[src/rtl/uncache_ctrl_pkg.sv]
// Shared types and constants for the uncached access sequencer.
// Covers FSM states, request owner, access size codes and kseg decoding.
package uncache_ctrl_pkg;

    typedef enum logic [1:0] {
        IDLE = 2'd0,
        ADDR = 2'd1,
        DATA = 2'd2,
        RESP = 2'd3
    } uncache_state_t;

    typedef enum logic {
        OWN_I = 1'b0,
        OWN_D = 1'b1
    } owner_t;

    localparam logic [1:0] SIZE_BYTE = 2'd0;
    localparam logic [1:0] SIZE_HALF = 2'd1;
    localparam logic [1:0] SIZE_WORD = 2'd2;

    // vaddr[31:30] == 2'b10 selects kseg0/kseg1; the top three bits are stripped.
    localparam logic [1:0] KSEG01_TOP = 2'b10;
    localparam int         KSEG_STRIP = 3;

endpackage

[src/rtl/uncache_ctrl_rr_arb2.sv]
// Two-input round-robin arbiter: on a tie the side that did not win last time wins.
// Grants are combinational and only offered while grant_en is high.
module uncache_ctrl_rr_arb2
    import uncache_ctrl_pkg::*;
(
    input  logic clk,
    input  logic resetn,
    input  logic req_i,
    input  logic req_d,
    input  logic grant_en,
    output logic gnt_i,
    output logic gnt_d
);

    owner_t last_grant_reg;

    always_comb begin
        gnt_i = 1'b0;
        gnt_d = 1'b0;
        if (grant_en) begin
            if (req_i && req_d) begin
                if (last_grant_reg == OWN_I) begin
                    gnt_d = 1'b1;
                end else begin
                    gnt_i = 1'b1;
                end
            end else begin
                gnt_i = req_i;
                gnt_d = req_d;
            end
        end
    end

    always_ff @(posedge clk or negedge resetn) begin
        if (!resetn) begin
            last_grant_reg <= OWN_I;
        end else if (gnt_i) begin
            last_grant_reg <= OWN_I;
        end else if (gnt_d) begin
            last_grant_reg <= OWN_D;
        end
    end

endmodule

[src/rtl/uncache_ctrl.sv]
// Uncached access sequencer: arbitrates fetch/data requests and runs one
// transaction at a time on the SRAM-like uncached bus port.
module uncache_ctrl
    import uncache_ctrl_pkg::*;
#(
    parameter int ADDR_W = 32,
    parameter int DATA_W = 32
) (
    input  logic              clk,
    input  logic              resetn,
    input  logic              i_req,
    input  logic [ADDR_W-1:0] i_addr,
    output logic              i_addr_ok,
    output logic              i_data_ok,
    output logic [DATA_W-1:0] i_rdata,
    input  logic              i_cancel,
    input  logic              d_req,
    input  logic              d_wr,
    input  logic [1:0]        d_size,
    input  logic [ADDR_W-1:0] d_addr,
    input  logic [DATA_W-1:0] d_wdata,
    output logic              d_addr_ok,
    output logic              d_data_ok,
    output logic [DATA_W-1:0] d_rdata,
    output logic              bus_req,
    output logic              bus_wr,
    output logic [1:0]        bus_size,
    output logic [ADDR_W-1:0] bus_addr,
    output logic [DATA_W-1:0] bus_wdata,
    input  logic              bus_addr_ok,
    input  logic              bus_data_ok,
    input  logic [DATA_W-1:0] bus_rdata
);

    uncache_state_t    state_reg, state_next;
    owner_t            owner_reg, owner_next;
    logic              wr_reg, wr_next;
    logic [1:0]        size_reg, size_next;
    logic [ADDR_W-1:0] paddr_reg, paddr_next;
    logic [DATA_W-1:0] wdata_reg, wdata_next;
    logic [DATA_W-1:0] rdata_reg, rdata_next;
    logic              drop_reg, drop_next;
    logic              gnt_i, gnt_d;

    function automatic logic [ADDR_W-1:0] xlate(input logic [ADDR_W-1:0] vaddr);
        if (vaddr[ADDR_W-1 -: 2] == KSEG01_TOP) begin
            return {{KSEG_STRIP{1'b0}}, vaddr[ADDR_W-KSEG_STRIP-1:0]};
        end
        return vaddr;
    endfunction

    uncache_ctrl_rr_arb2 u_arb (
        .clk      (clk),
        .resetn   (resetn),
        .req_i    (i_req),
        .req_d    (d_req),
        .grant_en (state_reg == IDLE),
        .gnt_i    (gnt_i),
        .gnt_d    (gnt_d)
    );

    always_comb begin
        state_next = state_reg;
        owner_next = owner_reg;
        wr_next    = wr_reg;
        size_next  = size_reg;
        paddr_next = paddr_reg;
        wdata_next = wdata_reg;
        rdata_next = rdata_reg;
        drop_next  = drop_reg;

        // A flush only matters once a fetch owns the bus; the bus cycle still finishes.
        if (i_cancel && (state_reg != IDLE) && (owner_reg == OWN_I)) begin
            drop_next = 1'b1;
        end

        case (state_reg)
            IDLE: begin
                drop_next = 1'b0;
                if (gnt_d) begin
                    state_next = ADDR;
                    owner_next = OWN_D;
                    wr_next    = d_wr;
                    size_next  = d_size;
                    paddr_next = xlate(d_addr);
                    wdata_next = d_wdata;
                end else if (gnt_i) begin
                    state_next = ADDR;
                    owner_next = OWN_I;
                    wr_next    = 1'b0;
                    size_next  = SIZE_WORD;
                    paddr_next = xlate(i_addr);
                    wdata_next = '0;
                end
            end
            ADDR: begin
                if (bus_addr_ok) begin
                    state_next = DATA;
                end
            end
            DATA: begin
                if (bus_data_ok) begin
                    rdata_next = bus_rdata;
                    state_next = RESP;
                end
            end
            RESP: begin
                state_next = IDLE;
                drop_next  = 1'b0;
            end
            default: state_next = IDLE;
        endcase
    end

    always_ff @(posedge clk or negedge resetn) begin
        if (!resetn) begin
            state_reg <= IDLE;
            owner_reg <= OWN_I;
            wr_reg    <= 1'b0;
            size_reg  <= 2'd0;
            paddr_reg <= '0;
            wdata_reg <= '0;
            rdata_reg <= '0;
            drop_reg  <= 1'b0;
        end else begin
            state_reg <= state_next;
            owner_reg <= owner_next;
            wr_reg    <= wr_next;
            size_reg  <= size_next;
            paddr_reg <= paddr_next;
            wdata_reg <= wdata_next;
            rdata_reg <= rdata_next;
            drop_reg  <= drop_next;
        end
    end

    assign i_addr_ok = gnt_i;
    assign d_addr_ok = gnt_d;
    assign i_data_ok = (state_reg == RESP) && (owner_reg == OWN_I) && !drop_reg;
    assign d_data_ok = (state_reg == RESP) && (owner_reg == OWN_D);
    assign i_rdata   = rdata_reg;
    assign d_rdata   = rdata_reg;

    assign bus_req   = (state_reg == ADDR);
    assign bus_wr    = wr_reg;
    assign bus_size  = size_reg;
    assign bus_addr  = paddr_reg;
    assign bus_wdata = wdata_reg;

endmodule

[config.mk]
export PLATFORM = sky130hd
export DESIGN_NAME = uncache_ctrl
export DESIGN_NICKNAME = d
export VERILOG_FILES = /design/src/rtl/uncache_ctrl_pkg.sv /design/src/rtl/uncache_ctrl_rr_arb2.sv /design/src/rtl/uncache_ctrl.sv
export SDC_FILE = /design/constraint.sdc
export NUM_CORES = 1
export LEC_CHECK = 0
export CAP_MARGIN = 40
export CORE_UTILIZATION = 30
export CTS_CLUSTER_SIZE = 14
export DETAILED_ROUTE_END_ITERATION = 10
export PLACE_DENSITY = 0.75
export SYNTH_ARGS = -nofsm -noshare
export SYNTH_HDL_FRONTEND = slang
export SYNTH_HIERARCHICAL = 1
export SYNTH_SLANG_ARGS = --single-unit
export TNS_END_PERCENT = 50
[constraint.sdc]
create_clock -name clk -period 1.9 [get_ports clk]
set_clock_uncertainty 0.05 [all_clocks]
set_input_delay 0.38 -clock clk [delete_from_list [all_inputs] [get_ports clk]]
set_output_delay 0.38 -clock clk [all_outputs]
set_load 0.01 [all_outputs]
==> run metrics, run 1 <==
total wire length=12700 µm; asr flop ratio synth=100%; GR Util met3=~4.1%; PortBufs=273; largest net degree at the start of global routing=105; H-tree depth=3; Ys Warns=6; ANT nets after route=0; most area-consuming cells after synthesis=dfrtp_1 57%, nand2_1 8.7%, mux2_2 7.8%, mux2i_1 6.8%, buf_4 5.4%; clock buffer depth=2; most numerous cell in the Yosys netlist=nand2_1; count of final setup violators=0; Layout fillers=1294; Main synth FF type=dfrtp_1; detailed-route vias per instance=4.57; Syn-to-layout area delta=69.2%; WS Path Type=register to output pin; Slew @ Worst Pin=~570 ps; CTS clk-pin slew, worst paths=70 ps; I/O Pins=274; GPL Wtd Cong=0.722; clock sink count=approximately 100; reg2reg path depth=8; number of DRC markers in iteration 0=104; period utilization=96.4%; CP Max Fanout=3; max_slew headroom=approximately 62%; # DRC=0; Yosys top cell area share=56.7%; Syn Nets=572; register area share after synthesis=a little under three fifths; CTS tree=built; root buf cell=clkbuf_16; die area=0.0158 mm²; vias in the first global route=between 4000 and 5000; Die Y=between 100 and 150 µm; post-layout min period=roughly 1800 ps; # rows=44; Critical Path End Type=output pin; GRT Util Overall=16.3%; Final WS setup=68.3 ps; maximum clock frequency=546 MHz; status=finished clean; post-place setup slack=-270 ps; peak supply drop=roughly 0.00059 V; GRT overflow=0; initial core utilization=31.1%; Post-DP HPWL=about 9400 µm; Min-Delay Path Class=input port to asynchronous set/reset pin; RSZ-0062 raised after global routing=yes; met1 GRT Util=17.8%; CORE AREA=0.0148 mm²; Horiz. Die Dim=126 µm; mean post-synth cell area=10.7 µm²; busiest layer in global routing=met2; Post-synth EDFFs=0; drt wl/cell=between 10 and 15 µm; max cap viols=0; worst skew pair latency=about 330 ps; first-pass GRT wire length=slightly above 20000 µm; Yosys cell types=28; largest area contributor in the netlist=dfrtp_1; Critical Path RT=between 1000 and 1500 ps; layout cells sized above 1=12.1%; GRT met2 Usage=29.6%; leakage=3.41 nW; Fin Hold WS=26.8 ps; CP Launch Type=register; number of antenna diodes=0; Pre-antenna DRT Iters=4; critical path data arrival time=about 1400 ps; leading post-synthesis cells by instance count=107 x nand2_1, 104 x dfrtp_1, 34 x nand3_1; antenna violations before repair=0; fin. max-slew vios=0; final hold vios=0; Vias=3952; Mapped Area=0.00459 mm²; Nets=819; Power Dens Cells=roughly 1500 mW/mm²; Synth Register Bits=between 100 and 150; Syn Inst Count=429; total CTS buffers=9
-- cell usage in the layout, fill, tap and decap left out, types with 2 or more instances in the layout --
cell / count
mux2_2: 32
clkinv_2: 3
mux2i_1: 31
buf_2: 3
clkdlybuf4s50_1: 267
nor2_1: 2
dfrtp_1: 104
nor3b_1: 2
a21oi_2: 2
nand3_1: 34
buf_12: 6
inv_2: 2
nor2b_1: 2
nand2b_1: 2
ha_1: 4
nand2_1: 106
inv_1: 3
buf_6: 2
buf_4: 13
clkbuf_16: 10
o21ai_0: 32
-- power breakdown --
group	total, W	internal [W]	switching [W]
Sequential	0.00397	0.00329	0.000685
Combinational	0.00617	0.00364	0.00254
Clock	0.00172	0.000918	0.000802
Total	0.0119	0.00784	0.00402
-- layout make-up --
type | instances | area [µm²] | area share [%]
sequential | 104 | 2600 | 33.5
clock inverter | 5 | 32.5 | 0.419
multi-input combinational | 262 | 1660 | 21.3
clock buffer | 10 | 239 | 3.08
timing repair buffer | 294 | 2990 | 38.5
tap | 184 | 230 | 2.96
inverter | 5 | 18.8 | 0.242
-- kinds of logic after synthesis --
| family | after synthesis | share of synthesized area (%) |
|---|---|---|
| multiplexers | 64 | 14.9 |
| AO/OA/AOI/OAI | 41 | 4.82 |
| AND/OR/NAND/NOR | 152 | 14.0 |
| buffers and inverters | 63 | 8.34 |
| flip-flops | 104 | 56.7 |
| adder cells (fa/ha/maj) | 5 | 1.36 |
-- worst max-delay path: stages (launching register included) --
cell and delay, ps:
dfrtp_1 380, inv_2 80, buf_4 130, ha_1 180, dlygate4sd2_1 290
-- metal layers --
| metal | vias to the layer above | wire length, µm |
|---|---|---|
| met2 | 178 | 6650 |
| met4 | 0 | 286 |
| met5 | - | 0 |
| met1 | 1876 | 4920 |
| met3 | 18 | 830 |
| li1 | 1880 | - |
-- metrics by stage --
step	instance area (µm²)	setup TNS, ps	power (W)	cells	utilization (%)
6_report	7770	0	0.0119	864	52.7
2_1_floorplan	4630	-3.63	0.00678	429	-
3_3_place_gp	7410	-6970	0.00990	842	50.3
5_1_grt	7770	-46.0	0.0126	864	52.7
3_5_place_dp	7410	-10210	0.0101	842	50.3
4_1_cts	7690	0	0.0119	860	52.1
-- repair_timing --
item                                    4_1_cts  5_1_grt
cloned                                        0        1
resized for setup                            17        8
hold buffers                                  0        0
endpoints found under the setup margin        6       19
buffers inserted                              3        3
pin swaps                                     0        3
-- path summary, 6_finish.rpt --
path | endpoint | slack [ps] | from
max | bus_req | 70 | state_reg[1]$_DFFE_PN0P_
min | d_rdata[9]$_DFFE_PN0P_ | 30 | resetn
max reg2reg | state_reg[1]$_DFFE_PN0P_ | 70 | state_reg[0]$_DFFE_PN0P_
min reg2reg | bus_wdata[11]$_DFFE_PN0P_ | 420 | bus_wdata[11]$_DFFE_PN0P_
max in group asynchronous | bus_addr[24]$_DFFE_PN0P_ | 1320 | resetn
min in group clk | bus_wdata[11]$_DFFE_PN0P_ | 420 | bus_wdata[11]$_DFFE_PN0P_
(Power assumes the default switching activity.)
==> run 2: changes to the inputs <==
CORE_MARGIN = 10   (was not set)
==> run 2 against run 1 <==
  * Register-to-register slack got worse by 30 ps
  * Sequential power barely moved
  * Combinational power grew 3.4%
  * Critical endpoint is now state_reg[1]$_DFFE_PN0P_
  * Wire length rose by 22%
  * Worst setup slack got worse by 30 ps
==> run metrics, run 2 (synthesized netlist as in run 1, its figures left out) <==
leakage=between 3 and 4 nW; layout cells sized above 1=13.2%; # DRC=0; commonest non-fill, non-tap cell in the layout=clkdlybuf4s50_1; max cap viols=0; Cell Chain, Critical Path=buf_4 > buf_4 > ha_1 > a222oi_1 > buf_4 > mux2_1; WP buf/inv=3; worst skew pair latency=340 ps; first-pass GRT wire length=23000 µm; root buf cell=clkbuf_16; drt wl/cell=17.7 µm; critical path data arrival time=2040 ps; Horiz. Die Dim=144 µm; period utilization=98.0%; number of antenna diodes=0; post-place instance area=0.00746 mm²; Design Area, Final=0.00791 mm²; maximum clock frequency=537 MHz; Final Power=about 0.012 W; detailed-route vias per instance=4.49; CTS tree=built; commonest cells after routing, fill and taps aside=267 x clkdlybuf4s50_1, 105 x nand2_1, 104 x dfrtp_1, 34 x nand3_1; max_slew headroom=between 60% and 70%; Vias=3943; most frequent CP cell=buf_4; fin. max-slew vios=0; fin cells=around 880; Slew @ Worst Pin=~560 ps; Post-DP HPWL=~12000 µm; largest net degree at the start of global routing=105; CTS clk-pin slew, worst paths=80 ps; total CTS buffers=9; final hold vios=0; Syn-to-layout area delta=72.3%; clock sink count=around 100; Critical Path RT=around 2100 ps; ANT nets after route=0; peak supply drop=0.000604 V; CORE AREA=about 0.015 mm²; Power Dens Cells=1550 mW/mm²; # rows=45; die area=~0.021 mm²; vias in the first global route=a little over 4000; PortBufs=273; post-place setup slack=-350 ps; post-layout min period=1860 ps; H-tree depth=3; Nets=828; Final WS setup=38.0 ps; RSZ-0062 raised after global routing=yes; Die Y=between 100 and 150 µm; CP Max Fanout=3; reg2reg setup slack=40 ps; status=finished clean; Final Util=52.4%; number of DRC markers in iteration 0=153; Min-Delay Path Class=input port to asynchronous set/reset pin; count of final setup violators=0; initial core utilization=between 30% and 40%; Critical Path End Type=register; clock buffer depth=2; total wire length=15500 µm; CTS Hold Bufs=0; antenna violations before repair=0; Pre-antenna DRT Iters=4; GRT Util Overall=14.2%; Crit path max-delay family=buffers and inverters; slowest stage delay, CP=410 ps; WS Path Type=register to register; I/O Pins=274; crit path max-delay cell type=dfrtp_1; GPL Wtd Cong=0.765; CP Launch Type=register; GRT overflow=0; placed insts=851
run 2: cell types whose count changed in the layout (fill, tap and decap cells not counted), sizes merged:
cell,change
buf,+8
clkinv,-2
clkinvlp,+2
bufbuf,+1
bufinv,+1
clkdlybuf4s15,+1
dlygate4sd2,-1
run 2: path summary, 6_finish.rpt:
kind / from / end / depth (start not counted)
worst max-delay path: state_reg[1]$_DFFE_PN0P_ / state_reg[1]$_DFFE_PN0P_ / 6
worst min-delay path: resetn / d_rdata[13]$_DFFE_PN0P_ / 2
worst max register to register: state_reg[1]$_DFFE_PN0P_ / state_reg[1]$_DFFE_PN0P_ / 6
worst min register to register: bus_wdata[3]$_DFFE_PN0P_ / bus_wdata[3]$_DFFE_PN0P_ / 2
max in group asynchronous: resetn / bus_size[1]$_DFFE_PN0P_ / 2
min in group clk: bus_wdata[3]$_DFFE_PN0P_ / bus_wdata[3]$_DFFE_PN0P_ / 2
run 2: worst register-to-register path, delay by kind of cell (launching register included):
kind | cells | cell delay (ps)
adder cells (fa/ha/maj) | 1 | 210
AO/OA/AOI/OAI | 1 | 320
buffers and inverters | 3 | 460
multiplexers | 1 | 310
flip-flops | 1 | 410
run 2: what timing repair did:
item,in CTS,in global routing
resized for setup,18,8
setup endpoints to repair,13,29
setup buffers,3,6
pin swaps,0,2
gates cloned,1,1
run 2: layout make-up:
cell class,count,area [µm²]
Clock inverter,6,78.8
Tap cell,188,235
Clock buffer,10,229
Multi-Input combinational cell,262,1660
Sequential cell,104,2600
Timing Repair Buffer,303,3090
Fill cell,1318,7180
Inverter,5,18.8
run 2: power breakdown:
group,switching [W],internal (W)
combinational,0.00267,0.00371
sequential,0.000682,0.00328
clock,0.000893,0.00104
run 2: through the flow:
step	setup TNS, ps	hold WS [ps]
after global placement	-11350	400
after global routing	-63.6	83.3
after floorplan	-3.63	34.4
after detailed placement	-13620	406
after CTS	0	64.6
final	0	54.0
run 2: routing by layer:
metal,track usage [%],routed length [µm],part of all wire (%)
met5,0,0,0
met4,4.08,192,1.2
met3,5.74,1460,9.4
met2,24.4,7770,50
met1,15.8,6120,39
==> edit (config.mk and constraints of run 1) <==
Set the parameter `DATA_W` to 48 (it was 32).
--- a/src/rtl/uncache_ctrl.sv
+++ b/src/rtl/uncache_ctrl.sv
@@ -4,7 +4,7 @@
     import uncache_ctrl_pkg::*;
 #(
     parameter int ADDR_W = 32,
-    parameter int DATA_W = 32
+    parameter int DATA_W = 48
 ) (
     input  logic              clk,
     input  logic              resetn,
Interface: changed (5 resized); port bits go from 274 to 354. The function was not compared with the original's and may differ.
==> edit against run 1 <==
Sequential cell count is 32 higher. Sequential power is 32% higher. Wire length is 48% higher. First-iteration DRC count is 70% higher. Total power is 44% higher. Worst setup slack worse by 0.0088 ns. Cell count is 33% higher. Clock power is 110% higher. Combinational power is 34% higher. Area after synthesis is 29% higher. Highest routed layer unchanged. Count of clock-buffer cells in the layout is 8 higher. Cell area is 33% higher.
==> edit: results (changes against run 1) <==
metric,value,unit,change
Peak VDD IR,0.000659,V,+12%
"Max FO, Critical Path",4,,+1
Comb group,8270,uW,+34%
synthesis warning total,6,,unchanged
Final HPWL DP,13600,um,+45%
Inserted Clock Buffers,17,,+8
# nets final,1047,,+28%
Worst-path clk slew,0.06,ns,
Inst Count DP,1109,,+32%
Sw Ratio,0.334,,-0.00547
antenna fix cells,0,,unchanged
Reg2Reg Setup Slack,0.08,ns,
pre-CTS setup slack,-0.249,ns,+0.0208 ns
WL final,18800,um,+48%
DR WL/cell,16.4,um,+11%
"Net Count, Synth",723,,+26%
reg2reg end,bus_addr[0],,
MaxCap Viol Count,0,,unchanged
# fillers,1763,,+36%
Max clock buf depth,2,,unchanged
first-pass GRT wire length,27700,um,+36%
clock latency on the worst-skew pair,0.41,ns,+0.08 ns
Mean Syn Cell Area,10.8,sq um,+1.3%
synth top area cells,"dfrtp_1 (57%), mux2_2 (9.1%), nand2_1 (8.8%), buf_4 (6.8%), mux2i_1 (5.2%)",,
Crit path arrival time,1.41,ns,
worst min-delay path class,input port to asynchronous set/reset pin,,
PortBufs,353,,+29%
Critical Path Max Stage Delay,0.38,ns,about the same
pin count of the biggest net entering global routing,75,,-29%
gr usage total,0.181,,+0.0185
proportion of layout cells with a drive suffix above 1,0.144,,+0.0229
worst r2r src,state_reg[0],,
post-synthesis sequential area ratio,0.573,,+0.00587
"Largest delay share family, worst path",flip-flops,,
Unique masters post-synth,27,,-3.6%
via count,5160,,+31%
slowest CP cell,dfrtp_1,,
Post-synth ARST share,1.00,,unchanged
Clk power,3540,uW,+110%
worst reg2reg path depth,11,,+3
DRT Pass-1 Iters,4,,unchanged
status,"finished, final reports clean",,
leakage,0.00456,uW,+34%
most instantiated cells after synthesis,"nand2_1 (139), dfrtp_1 (136), buf_4 (54)",,
CTS Root Cell,clkbuf_16,,
Synth Flop Type,dfrtp_1,,
max_slew headroom,0.599,,-0.0238
initial antenna violation count,0,,unchanged
# H-tree levels,4,,+1
placer congestion estimate,0.775,,+7.4%
First DRT Iteration DRCs,177,,+70%
edit: cell types whose count changed after synthesis:
| cell | delta |
|---|---|
| buf_2 | -3 |
| o21ai_4 | +1 |
| nand3_1 | +16 |
| o21ai_0 | +1 |
| mux2_2 | +16 |
| clkbuf_1 | +9 |
| dfrtp_1 | +32 |
| o21ai_1 | -2 |
| clkbuf_2 | -2 |
| buf_4 | +21 |
| buf_1 | -2 |
| nand2_1 | +32 |
edit: kinds of logic (layout without fill, tap and decap cells):
family | count (synthesis) | after routing | share of synthesized area
adders and majority gates | 5 | 5 | 0.0105
AOI/OAI and AO/OA | 41 | 41 | 0.0392
DFF | 136 | 136 | 0.573
buffers and inverters | 86 | 423 | 0.0912
muxes | 80 | 80 | 0.145
and+or+nand+nor | 200 | 200 | 0.141
edit: layout make-up:
type / count / share of cell area
inverters: 5 / 0.00181
well taps: 265 / 0.0320
clock buffers: 18 / 0.0414
flip-flops and latches: 136 / 0.328
multi-input cells: 326 / 0.197
repair buffers: 386 / 0.381
clock inverters: 14 / 0.0191
edit: worst register-to-register path, stage by stage, from the launching register on:
cell and delay [ns]:
dfrtp_1 0.38, inv_2 0.08, ha_4 0.17, nand2_4 0.06
a21oi_4 0.15, buf_6 0.13, buf_6 0.11, o21ai_4 0.06
buf_4 0.16, clkbuf_16 0.18, nand2_1 0.08, o21ai_0 0.09
edit: worst max path at each step:
stage | slack [ns] | endpoint | cells past startpoint | start
after detailed placement | -0.25 | d_addr_ok | 4 | d_req
after CTS | -0.06 | i_data_ok | 4 | state_reg[0]
final | 0.06 | d_addr_ok | 5 | state_reg[0]
after floorplan | -0.007 | state_reg[1] | 8 | state_reg[1]
after global routing | -0.03 | i_addr_ok | 5 | state_reg[1]
after global placement | -0.24 | d_addr_ok | 4 | d_req
edit: metal layers:
metal | vias up | wire length, um | track usage
li1 | 2422 | - | -
met1 | 2483 | 7150 | 0.198
met2 | 231 | 9590 | 0.317
met3 | 24 | 1660 | 0.0641
met4 | 0 | 397 | 0.0775
met5 | - | 0 | 0
edit: through the flow:
| stage | total power (uW) | hold slack (ns) | utilization | TNS, ns | area, sq um |
|---|---|---|---|---|---|
| after global placement | 13400 | 0.224 | 0.494 | -8.20 | 9620 |
| final | 17000 | 0.352 | 0.533 | 0 | 10400 |
| after floorplan | 8980 | 0.0344 | - | -0.00750 | 5980 |
| after CTS | 17100 | 0.339 | 0.526 | -0.0605 | 10200 |
| after global routing | 18100 | 0.357 | 0.533 | -0.0627 | 10400 |
| after detailed placement | 13500 | 0.232 | 0.494 | -10.66 | 9620 |
edit: what timing repair did:
item,4_1_cts,5_1_grt
cloned,0,4
pin swaps,0,2
hold endpoints to repair,20,0
setup endpoints to repair,5,43
hold buffers,1,0
gates resized for setup,16,9
setup buffers,1,3
